<file path="src/rtl/carry_select_seq_adder.sv">
// Block-serial carry-select adder: WIDTH-bit add done BLOCK bits per clock over WIDTH/BLOCK cycles.
// Optional signed-overflow output is enabled by defining CSA_OVERFLOW_EN. WIDTH must be a multiple of BLOCK.
module carry_select_seq_adder #(
  parameter int WIDTH = 16,
  parameter int BLOCK = 4
) (
  input  logic             Clk,
  input  logic             Reset,
  input  logic             Start,
  input  logic [WIDTH-1:0] A,
  input  logic [WIDTH-1:0] B,
  input  logic             Cin,
  output logic             Busy,
  output logic             Done,
  output logic [WIDTH-1:0] Sum,
  output logic             Cout,
`ifdef CSA_OVERFLOW_EN
  output logic             Overflow,
`endif
  output logic [1:0]       state_dbg
);

  localparam int N     = WIDTH / BLOCK;
  localparam int BLK_W = (N > 1) ? $clog2(N) : 1;
  localparam logic [BLK_W-1:0] LAST_BLK = BLK_W'(N - 1);

  localparam logic [1:0] IDLE = 2'd0;
  localparam logic [1:0] RUN  = 2'd1;
  localparam logic [1:0] DONE = 2'd2;

  logic [1:0]       state;
  logic [WIDTH-1:0] a_q;
  logic [WIDTH-1:0] b_q;
  logic             carry_q;
  logic [BLK_W-1:0] blk_q;

  logic [BLOCK-1:0] a_blk;
  logic [BLOCK-1:0] b_blk;
  logic [BLOCK:0]   s0;
  logic [BLOCK:0]   s1;
  logic [BLOCK:0]   sel;
  logic             last_blk;

  // Handshake: Start is a request that is taken on a rising edge only when
  // Busy=0 (IDLE or DONE); A, B, Cin are sampled on that same edge. Done is a
  // one-cycle valid pulse for Sum/Cout with no back-pressure from the consumer.

  // Both carry hypotheses for the current block; carry_q is the select.
  always_comb begin
    a_blk    = a_q[blk_q*BLOCK +: BLOCK];
    b_blk    = b_q[blk_q*BLOCK +: BLOCK];
    s0       = {1'b0, a_blk} + {1'b0, b_blk};
    s1       = s0 + (BLOCK+1)'(1);
    sel      = carry_q ? s1 : s0;
    last_blk = (blk_q == LAST_BLK);
  end

`ifdef CSA_OVERFLOW_EN
  logic ovf_next;
  // Carry into the MSB is recovered from the MSB sum bit: a ^ b ^ sum.
  assign ovf_next = a_blk[BLOCK-1] ^ b_blk[BLOCK-1] ^ sel[BLOCK-1] ^ sel[BLOCK];
`endif

  always_ff @(posedge Clk) begin
    if (Reset) begin
      state   <= IDLE;
      a_q     <= '0;
      b_q     <= '0;
      carry_q <= 1'b0;
      blk_q   <= '0;
      Sum     <= '0;
      Cout    <= 1'b0;
`ifdef CSA_OVERFLOW_EN
      Overflow <= 1'b0;
`endif
    end else begin
      case (state)
        IDLE, DONE: begin
          if (Start) begin
            state   <= RUN;
            a_q     <= A;
            b_q     <= B;
            carry_q <= Cin;
            blk_q   <= '0;
            Sum     <= '0;
            Cout    <= 1'b0;
`ifdef CSA_OVERFLOW_EN
            Overflow <= 1'b0;
`endif
          end else begin
            state <= IDLE;
          end
        end
        RUN: begin
          Sum[blk_q*BLOCK +: BLOCK] <= sel[BLOCK-1:0];
          carry_q                   <= sel[BLOCK];
          blk_q                     <= blk_q + BLK_W'(1);
          if (last_blk) begin
            state <= DONE;
            Cout  <= sel[BLOCK];
`ifdef CSA_OVERFLOW_EN
            Overflow <= ovf_next;
`endif
          end
        end
        default: state <= IDLE;
      endcase
    end
  end

  assign Busy      = (state == RUN);
  assign Done      = (state == DONE);
  assign state_dbg = state;

endmodule

</file>
<file path="config.mk">
export PLATFORM = sky130hd
export DESIGN_NAME = carry_select_seq_adder
export DESIGN_NICKNAME = d
export VERILOG_FILES = /design/src/rtl/carry_select_seq_adder.sv
export SDC_FILE = /design/constraint.sdc
export NUM_CORES = 1
export LEC_CHECK = 0
export CAP_MARGIN = 5
export CORE_MARGIN = 2
export CORE_UTILIZATION = 34
export CTS_CLUSTER_SIZE = 12
export DETAILED_ROUTE_END_ITERATION = 16
export SYNTH_ARGS = -nofsm -noshare
export SYNTH_HDL_FRONTEND = slang
export SYNTH_SLANG_ARGS = --single-unit
</file>
<file path="constraint.sdc">
create_clock -name Clk -period 3.9 [get_ports Clk]
set_input_delay 0.585 -clock Clk [delete_from_list [all_inputs] [get_ports Clk]]
set_output_delay 0.585 -clock Clk [all_outputs]
set_load 0.02 [all_outputs]
</file>
# ---- Word level (Yosys, flattened, before mapping)
# Cells that the tools add are included.
dict set report totals {
  wordCells 40
  in_bits 36
  output_inout_bits 21
  regBits 54
}
dict set report op_classes {
  mux 14
  addsub 4
  n_reduce_logical 6
  n_shift 4
  n_eq_ne 5
}
# op n
set op_table {}
lappend op_table {{$neg A4 Y34} 1}
lappend op_table {{$shift A4 B34 Y16 const A} 1}
lappend op_table {{$shiftx A4 B34 Y16} 1}
lappend op_table {{$pmux W16 S2} 1}
lappend op_table {{$shiftx A16 B5 Y4} 2}
lappend op_table {{$bwmux W16} 1}
lappend op_table {{$mux W16} 1}
lappend op_table {{$pmux W2 S2} 2}
lappend op_table {{$add A4 B4 Y5} 1}
lappend op_table {{$add A5 B1 Y5 const B} 1}
lappend op_table {{$mux W5} 1}
lappend op_table {{$eq A2 B2 Y1 const B} 2}
lappend op_table {{$mux W1} 4}
lappend op_table {{$mux W2} 2}
lappend op_table {{$pmux W1 S2} 2}
lappend op_table {{$reduce_and A2 Y1} 2}
lappend op_table {{$reduce_and A3 Y1} 1}
lappend op_table {{$add A2 B1 Y2 const B} 1}
lappend op_table {{$eq A2 B1 Y1 const B} 1}
lappend op_table {{$logic_not A2 Y1} 1}
lappend op_table {{$ne A2 B1 Y1 const B} 1}
lappend op_table {{$ne A2 B2 Y1 const B} 1}
lappend op_table {{$reduce_bool A2 Y1} 1}
lappend op_table {{$reduce_or A2 Y1} 1}

# ---- Logic depth before layout (Yosys ltp)
# Gate-level depths: netlist of the first run.
dict set report depth {
  word_depth 7
  ltp_mapped 9
  ltp_nobuf 8
}

# ---- Least setup slack after synthesis of the first run
# OpenSTA, ideal clock, no wires.
dict set report synth_timing {
  path_kind {register to register}
  from {register blk_q[0]}
  to {register carry_q}
  stages_incl_launch_ff 10
  n_path_buf 1
  required_time_ps 3797
  synth_period_minus_slack_ps 2982
  arrival_time_ps 2879
  setup_slack_ps 918
  cell_sequence {dfxtp_1 -> buf_2 -> mux4_2 -> ha_1 -> fa_1 -> ha_1 -> nand2_1 -> and4b_1 -> xor2_1 -> a2111oi_2}
}
dict set report synth_via {
  elab_chain_cells 5
  elab_cells_between_ends 6
  classes_between {2 x add/sub; 2 x shift; 2 x mux}
}
# element line_no
set synth_rtl {}
lappend synth_rtl {{start: declaration} 35} ;# logic [BLK_W-1:0] blk_q;
lappend synth_rtl {{start signal: assignment} 97} ;# blk_q <= blk_q + BLK_W'(1);
lappend synth_rtl {{$shiftx A16 B5 Y4 (on tied branches)} {50, 51}}
lappend synth_rtl {{$add A4 B4 Y5 *} 52} ;# s0 = {1'b0, a_blk} + {1'b0, b_blk};
lappend synth_rtl {{$add A5 B1 Y5} 53} ;# s1 = s0 + (BLOCK+1)'(1);
lappend synth_rtl {{$mux W5 *} 54} ;# sel = carry_q ? s1 : s0;
lappend synth_rtl {{$pmux W1 S2 *} 77} ;# case (state)
lappend synth_rtl {{end signal: assignment} 83} ;# carry_q <= Cin;
lappend synth_rtl {{end signal: assignment} 96} ;# carry_q <= sel[BLOCK];
lappend synth_rtl {{end: declaration} 34} ;# logic carry_q;
# Mark *: on every way between the ends. The rest lies on a longest branch, timed or not.
# A chain may end at the register's enable or synchronous reset.

# ---- Worst setup path after layout of the first run
# Ends and elaborated chain as after synthesis.

==> impl_metrics.env, run 1 <==
export IMPL_status="finished clean"
export IMPL_seq_area_frac_synth=0.456
export IMPL_ir_drop_mv=0.124
export IMPL_io_pins=57
export IMPL_overflow=0
export IMPL_synth_seq_cells=54
export IMPL_cp_required_ns=4.12
export IMPL_skew_ns=0.00782
export IMPL_start_util=0.351
export IMPL_grtUsageTotal=0.147
export IMPL_cp_start_kind="flop"
export IMPL_final_common_cell="nand2_1"
export IMPL_clkSlewWorstSetupHoldPaths_ns=0.10
export IMPL_wirelength_um=5410
export IMPL_dieArea_mm2=0.00765
export IMPL_yosysWarnings=0
export IMPL_drtIter0Drc=91
export IMPL_wl_met3_um=304
export IMPL_antenna_found_initial=0
export IMPL_area_growth_synth_to_final_pct=30.3
export IMPL_timing_slew_headroom=0.488
export IMPL_wire_per_inst_um=13.4
export IMPL_vias_per_cell=4.96
export IMPL_place_gp_congestion=0.753
export IMPL_htree_levels=2
export IMPL_crit_fanout=15
export IMPL_die_w_um=87.5
export IMPL_layout_common_cells="nand2_1 (69), clkdlybuf4s50_1 (55), dfxtp_1 (54), a21oi_1 (39), nor2_1 (21)"
export IMPL_worstMarginPinSlew_ns=0.768
export IMPL_p_leak_nw=1.17
export IMPL_grt_pass1_wl_um=8660
export IMPL_async_reset_ff_frac=0
export IMPL_dr_wl_met2_um=2570
export IMPL_drv_slew=0
export IMPL_crit_chain="mux4_2 > ha_1 > fa_1 > ha_1 > nand2_1 > and4b_1 > xor2_1 > a2111oi_2"
export IMPL_grt_max_degree=43
export IMPL_synth_cell_types=31
export IMPL_maxCapViolations=0
export IMPL_ant_nets=0
export IMPL_hold_end="b_q[4]"
export IMPL_hp_class="reg -> reg"
export IMPL_syn_inst=273
export IMPL_rows=30
export IMPL_cts_resized=0
export IMPL_final_nets=369
export IMPL_yosysTopAreaCell="dfxtp_1"
export IMPL_worst_path_max_delay_cell="dfxtp_1"
export IMPL_syn_nets=319
export IMPL_clk_latency_ns=0.31
export IMPL_cp_common_cell="ha_1"
export IMPL_cts_max_path_buffers=2
export IMPL_drc=0
export IMPL_post_cts_buffers=0
export IMPL_hpwl_um=3960
export IMPL_synth_top_area_frac=0.456
export IMPL_core_area_mm2=0.00676
export IMPL_period_needed_ns=3.25
export IMPL_root_buffer="clkbuf_8"
export IMPL_setup_tns_ns=0
export IMPL_critical_path_class="reg -> reg"
export IMPL_r2r_start="blk_q[0]"
export IMPL_setup_viol=0
export IMPL_vias=2002
export IMPL_drive_gt1_frac=0.0772
export IMPL_cts_sinks=54
export IMPL_synth_area_top_cells="dfxtp_1 (46%), nand2_1 (11%), a21oi_1 (8.2%)"
export IMPL_hold_viol=0
export IMPL_numCtsBuffers=5
export IMPL_reg2reg_slack_ns=0.65
export IMPL_syn_area_per_cell_um2=8.68
export IMPL_dp_slack_ns=0.624
export IMPL_portBuffers=56
export IMPL_rsz0062_at_grt="false"
export IMPL_cts_tree="done"
export IMPL_first_pass_iters=4
export IMPL_r2r_cells=8
export IMPL_diodes=0
export IMPL_die_h_um=87.5
export IMPL_whs_ns=0.459
export IMPL_post_route_period_util=0.833
export IMPL_cts_hold_buf=0
export IMPL_grt_pass1_vias=1798
export IMPL_top_layer_used="met4"
export IMPL_cp_end_kind="flop"
export IMPL_synth_edf_count=0
export IMPL_worstPathArrival_ns=3.46
export IMPL_clock_fmax_ghz=0.308
export IMPL_r2r_end="carry_q"
export IMPL_m1WireLength_um=2460
export IMPL_fin_ws_ns=0.652
export IMPL_synth_cell_area_mm2=0.00237
export IMPL_critPathMaxStageDelay_ns=0.81
export IMPL_powerDensity_mw_per_mm2=361
export IMPL_ys_flop_type="dfxtp_1"
export IMPL_whs_path_depth=2
export IMPL_worstHoldStart="b_q[4]"
-- worst max path at each step --
| stage | from | endpoint | slack [ns] | cells after the start |
|---|---|---|---|---|
| 6_report | blk_q[0] | carry_q | 0.65 | 8 |
| 5_1_grt | blk_q[0] | carry_q | 0.39 | 8 |
| 4_1_cts | blk_q[0] | carry_q | 0.61 | 8 |
| 3_5_place_dp | blk_q[0] | carry_q | 0.62 | 8 |
| 3_3_place_gp | blk_q[0] | carry_q | 0.67 | 8 |
| 2_1_floorplan | blk_q[0] | carry_q | 0.92 | 9 |
-- where the power goes --
group / internal, mW / switching (mW)
clock network: 0.147 / 0.181
logic: 0.0907 / 0.0995
registers: 0.576 / 0.0196
total: 0.814 / 0.300
-- metrics by stage --
step | cells | instance area, um^2 | utilization | total power [mW]
floorplan | 273 | 2370 | - | 0.722
global placement | 396 | 2990 | 0.443 | 0.797
detailed placement | 396 | 2990 | 0.443 | 0.801
CTS | 404 | 3090 | 0.457 | 1.13
global route | 404 | 3090 | 0.457 | 1.17
finish | 404 | 3090 | 0.457 | 1.11
-- state kept, by name, summed over array words and instances, names as in the netlist --
| register | cells |
|---|---|
| b_q | 16 |
| a_q | 16 |
| carry_q | 1 |
| blk_q | 2 |
| Cout | 1 |
| state_dbg | 2 |
| Sum | 16 |
-- cell type report --
class	instances	area (um^2)
Fill cell	690	3670
Multi-Input combinational cell	194	1190
Sequential cell	54	1080
Timing Repair Buffer	60	586
Tap cell	80	100
Clock buffer	7	86.3
Inverter	8	30.0
Clock inverter	1	8.76
-- cells by family after synthesis --
logic type	after synthesis	share of synthesized area
buf+inv	25	0.0407
simple gates	109	0.198
fa+ha+maj	10	0.0560
compound gates	62	0.154
mux	9	0.0808
flops	54	0.456
xor+xnor	4	0.0148
-- layer usage --
metal / GRT usage / up-vias
li1: - / 1024
met1: 0.199 / 907
met2: 0.232 / 65
met3: 0.0313 / 6
met4: 0.0517 / 0
met5: 0 / -
-- worst max-delay path, delay by kind of cell (launching register included) --
kind                       cells  cell delay [ns]
adders and majority gates      3             0.95
xor gates and xnor gates       1             0.17
and+or+nand+nor                2             0.29
muxes                          1             0.59
DFF                            1             0.81
AOI/OAI and AO/OA              1             0.34
-- cells in the mapped netlist (4+ instances only) --
library cell,instances
clkbuf_1,12
o21ai_0,5
a21oi_1,39
ha_1,9
nand2_1,69
mux4_2,8
a22oi_1,13
inv_1,8
nand3b_1,4
dfxtp_1,54
nor2_1,21
Note: power is estimated with default switching activity, not from simulation.
==> run 2, diff against run 1 <==
- clock period: 3.9 -> 2.6 ns (I/O delays scaled with it)
==> run 2 against run 1 <==
  * The flow now finishes with violations (negative setup slack)
  * Sequential power is 49% higher
  * Wire length increased by 2.1%
  * Via count rose by 3.0%
  * Clock power grew 73%
  * Sequential cell count unchanged
  * Register-to-register slack got worse by 0.68 ns
  * Critical endpoint unchanged
  * Largest power group unchanged
==> impl_metrics.env, run 2 (same netlist as run 1, synthesis figures left out) <==
export IMPL_r2r_cells=8
export IMPL_wirelength_um=5520
export IMPL_period_needed_ns=2.63
export IMPL_drtIter0Drc=114
export IMPL_p_leak_nw=1.23
export IMPL_grt_pass1_wl_um=9250
export IMPL_cts_tree="done"
export IMPL_cp_end_kind="flop"
export IMPL_wire_per_inst_um=13.3
export IMPL_htree_levels=2
export IMPL_portBuffers=56
export IMPL_core_area_mm2=0.00676
export IMPL_io_pins=57
export IMPL_first_pass_iters=4
export IMPL_status="complete, but fails checks"
export IMPL_drc=0
export IMPL_violations="negative setup slack"
export IMPL_hpwl_um=4150
export IMPL_worstMarginPinSlew_ns=0.808
export IMPL_vias_per_cell=4.96
export IMPL_cp_required_ns=2.82
export IMPL_cts_max_path_buffers=2
export IMPL_rsz0062_at_grt="true"
export IMPL_timing_slew_headroom=0.456
export IMPL_setup_tns_ns=-0.0268
export IMPL_drv_slew=0
export IMPL_powerDensity_mw_per_mm2=547
export IMPL_drive_gt1_frac=0.134
export IMPL_post_route_period_util=1.01
export IMPL_grt_pass1_vias=2066
export IMPL_numCtsBuffers=5
export IMPL_clkSlewWorstSetupHoldPaths_ns=0.10
export IMPL_area_growth_synth_to_final_pct=37.6
export IMPL_critical_path_class="reg -> reg"
export IMPL_layout_common_cells="nand2_1 (68), clkdlybuf4s50_1 (56), dfxtp_1 (53), a21oi_1 (39), nor2_1 (21)"
export IMPL_clk_latency_ns=0.31
export IMPL_place_gp_congestion=0.750
export IMPL_setup_viol=1
export IMPL_skew_ns=0.00692
export IMPL_hp_class="reg -> reg"
export IMPL_die_h_um=87.5
export IMPL_maxCapViolations=0
export IMPL_rows=30
export IMPL_dpl_instance_area_mm2=0.00309
export IMPL_antenna_found_initial=0
export IMPL_final_nets=381
export IMPL_diodes=0
export IMPL_whs_path_depth=2
export IMPL_fin_ws_ns=-0.0268
export IMPL_cp_start_kind="flop"
export IMPL_vias=2063
export IMPL_root_buffer="clkbuf_8"
export IMPL_overflow=0
export IMPL_hold_viol=0
export IMPL_final_common_cell="nand2_1"
export IMPL_worstPathArrival_ns=2.84
export IMPL_final_area_mm2=0.00326
export IMPL_crit_fanout=6
export IMPL_start_util=0.351
export IMPL_die_w_um=87.5
export IMPL_clock_fmax_ghz=0.381
export IMPL_grt_max_degree=39
export IMPL_ant_nets=0
export IMPL_dieArea_mm2=0.00765
export IMPL_cts_sinks=54
export IMPL_reg_top3="Sum: 16 flops, a_q: 16 flops, b_q: 16 flops"
export IMPL_ir_drop_mv=0.233
export IMPL_grtUsageTotal=0.153
## run 2: where the power goes
part	internal [mW]	switching [mW]
Sequential	0.864	0.0260
Clock	0.287	0.281
Combinational	0.164	0.162
Total	1.31	0.469
## run 2: final cells by class
type | count | area, um^2
inverter | 8 | 30.0
multi-input combinational | 194 | 1240
sequential | 54 | 1080
clock inverter | 3 | 45.0
fill | 697 | 3500
clock buffer | 5 | 68.8
timing repair buffer | 72 | 688
tap | 80 | 100
## run 2: repair_timing
action | in CTS | in global routing
gates resized for setup | 4 | 2
setup buffers | 2 | 0
pin swaps | 4 | 0
setup endpoints to repair | 12 | 14
hold buffers | 0 | 0
## run 2: path summary, 6_finish.rpt
path,start,to,slack (ns)
setup reg to reg,blk_q[0],carry_q,-0.03
hold reg to reg,b_q[12],b_q[12],0.46
setup / recovery,blk_q[0],carry_q,-0.03
hold / removal,b_q[12],b_q[12],0.46
## run 2: worst max-delay path: stages (launching register included)
cell and delay (ns):
dfxtp_4 0.41, buf_6 0.13, mux4_2 0.55, fa_1 0.51, ha_2 0.20, nand2_2 0.07
and4b_1 0.20, xor2_1 0.18, a2111oi_2 0.28
## run 2: routing by layer
layer  GRT usage  share of wire  up-vias
li1            -              -     1052
met1       0.196           0.47      973
met2       0.264           0.49       33
met3      0.0246          0.027        5
met4      0.0462          0.012        0
met5           0              0        -
## run 2: metrics by stage
stage,utilization,total power [mW],worst slack [ns],cells,hold WS [ns]
2_1_floorplan,-,1.09,-0.0903,273,0.433
5_1_grt,0.482,1.87,-0.214,416,0.485
3_3_place_gp,0.458,1.22,-0.00970,406,0.440
3_5_place_dp,0.458,1.22,-0.0823,406,0.448
6_report,0.482,1.78,-0.0268,416,0.458
4_1_cts,0.480,1.80,-0.0492,416,0.462
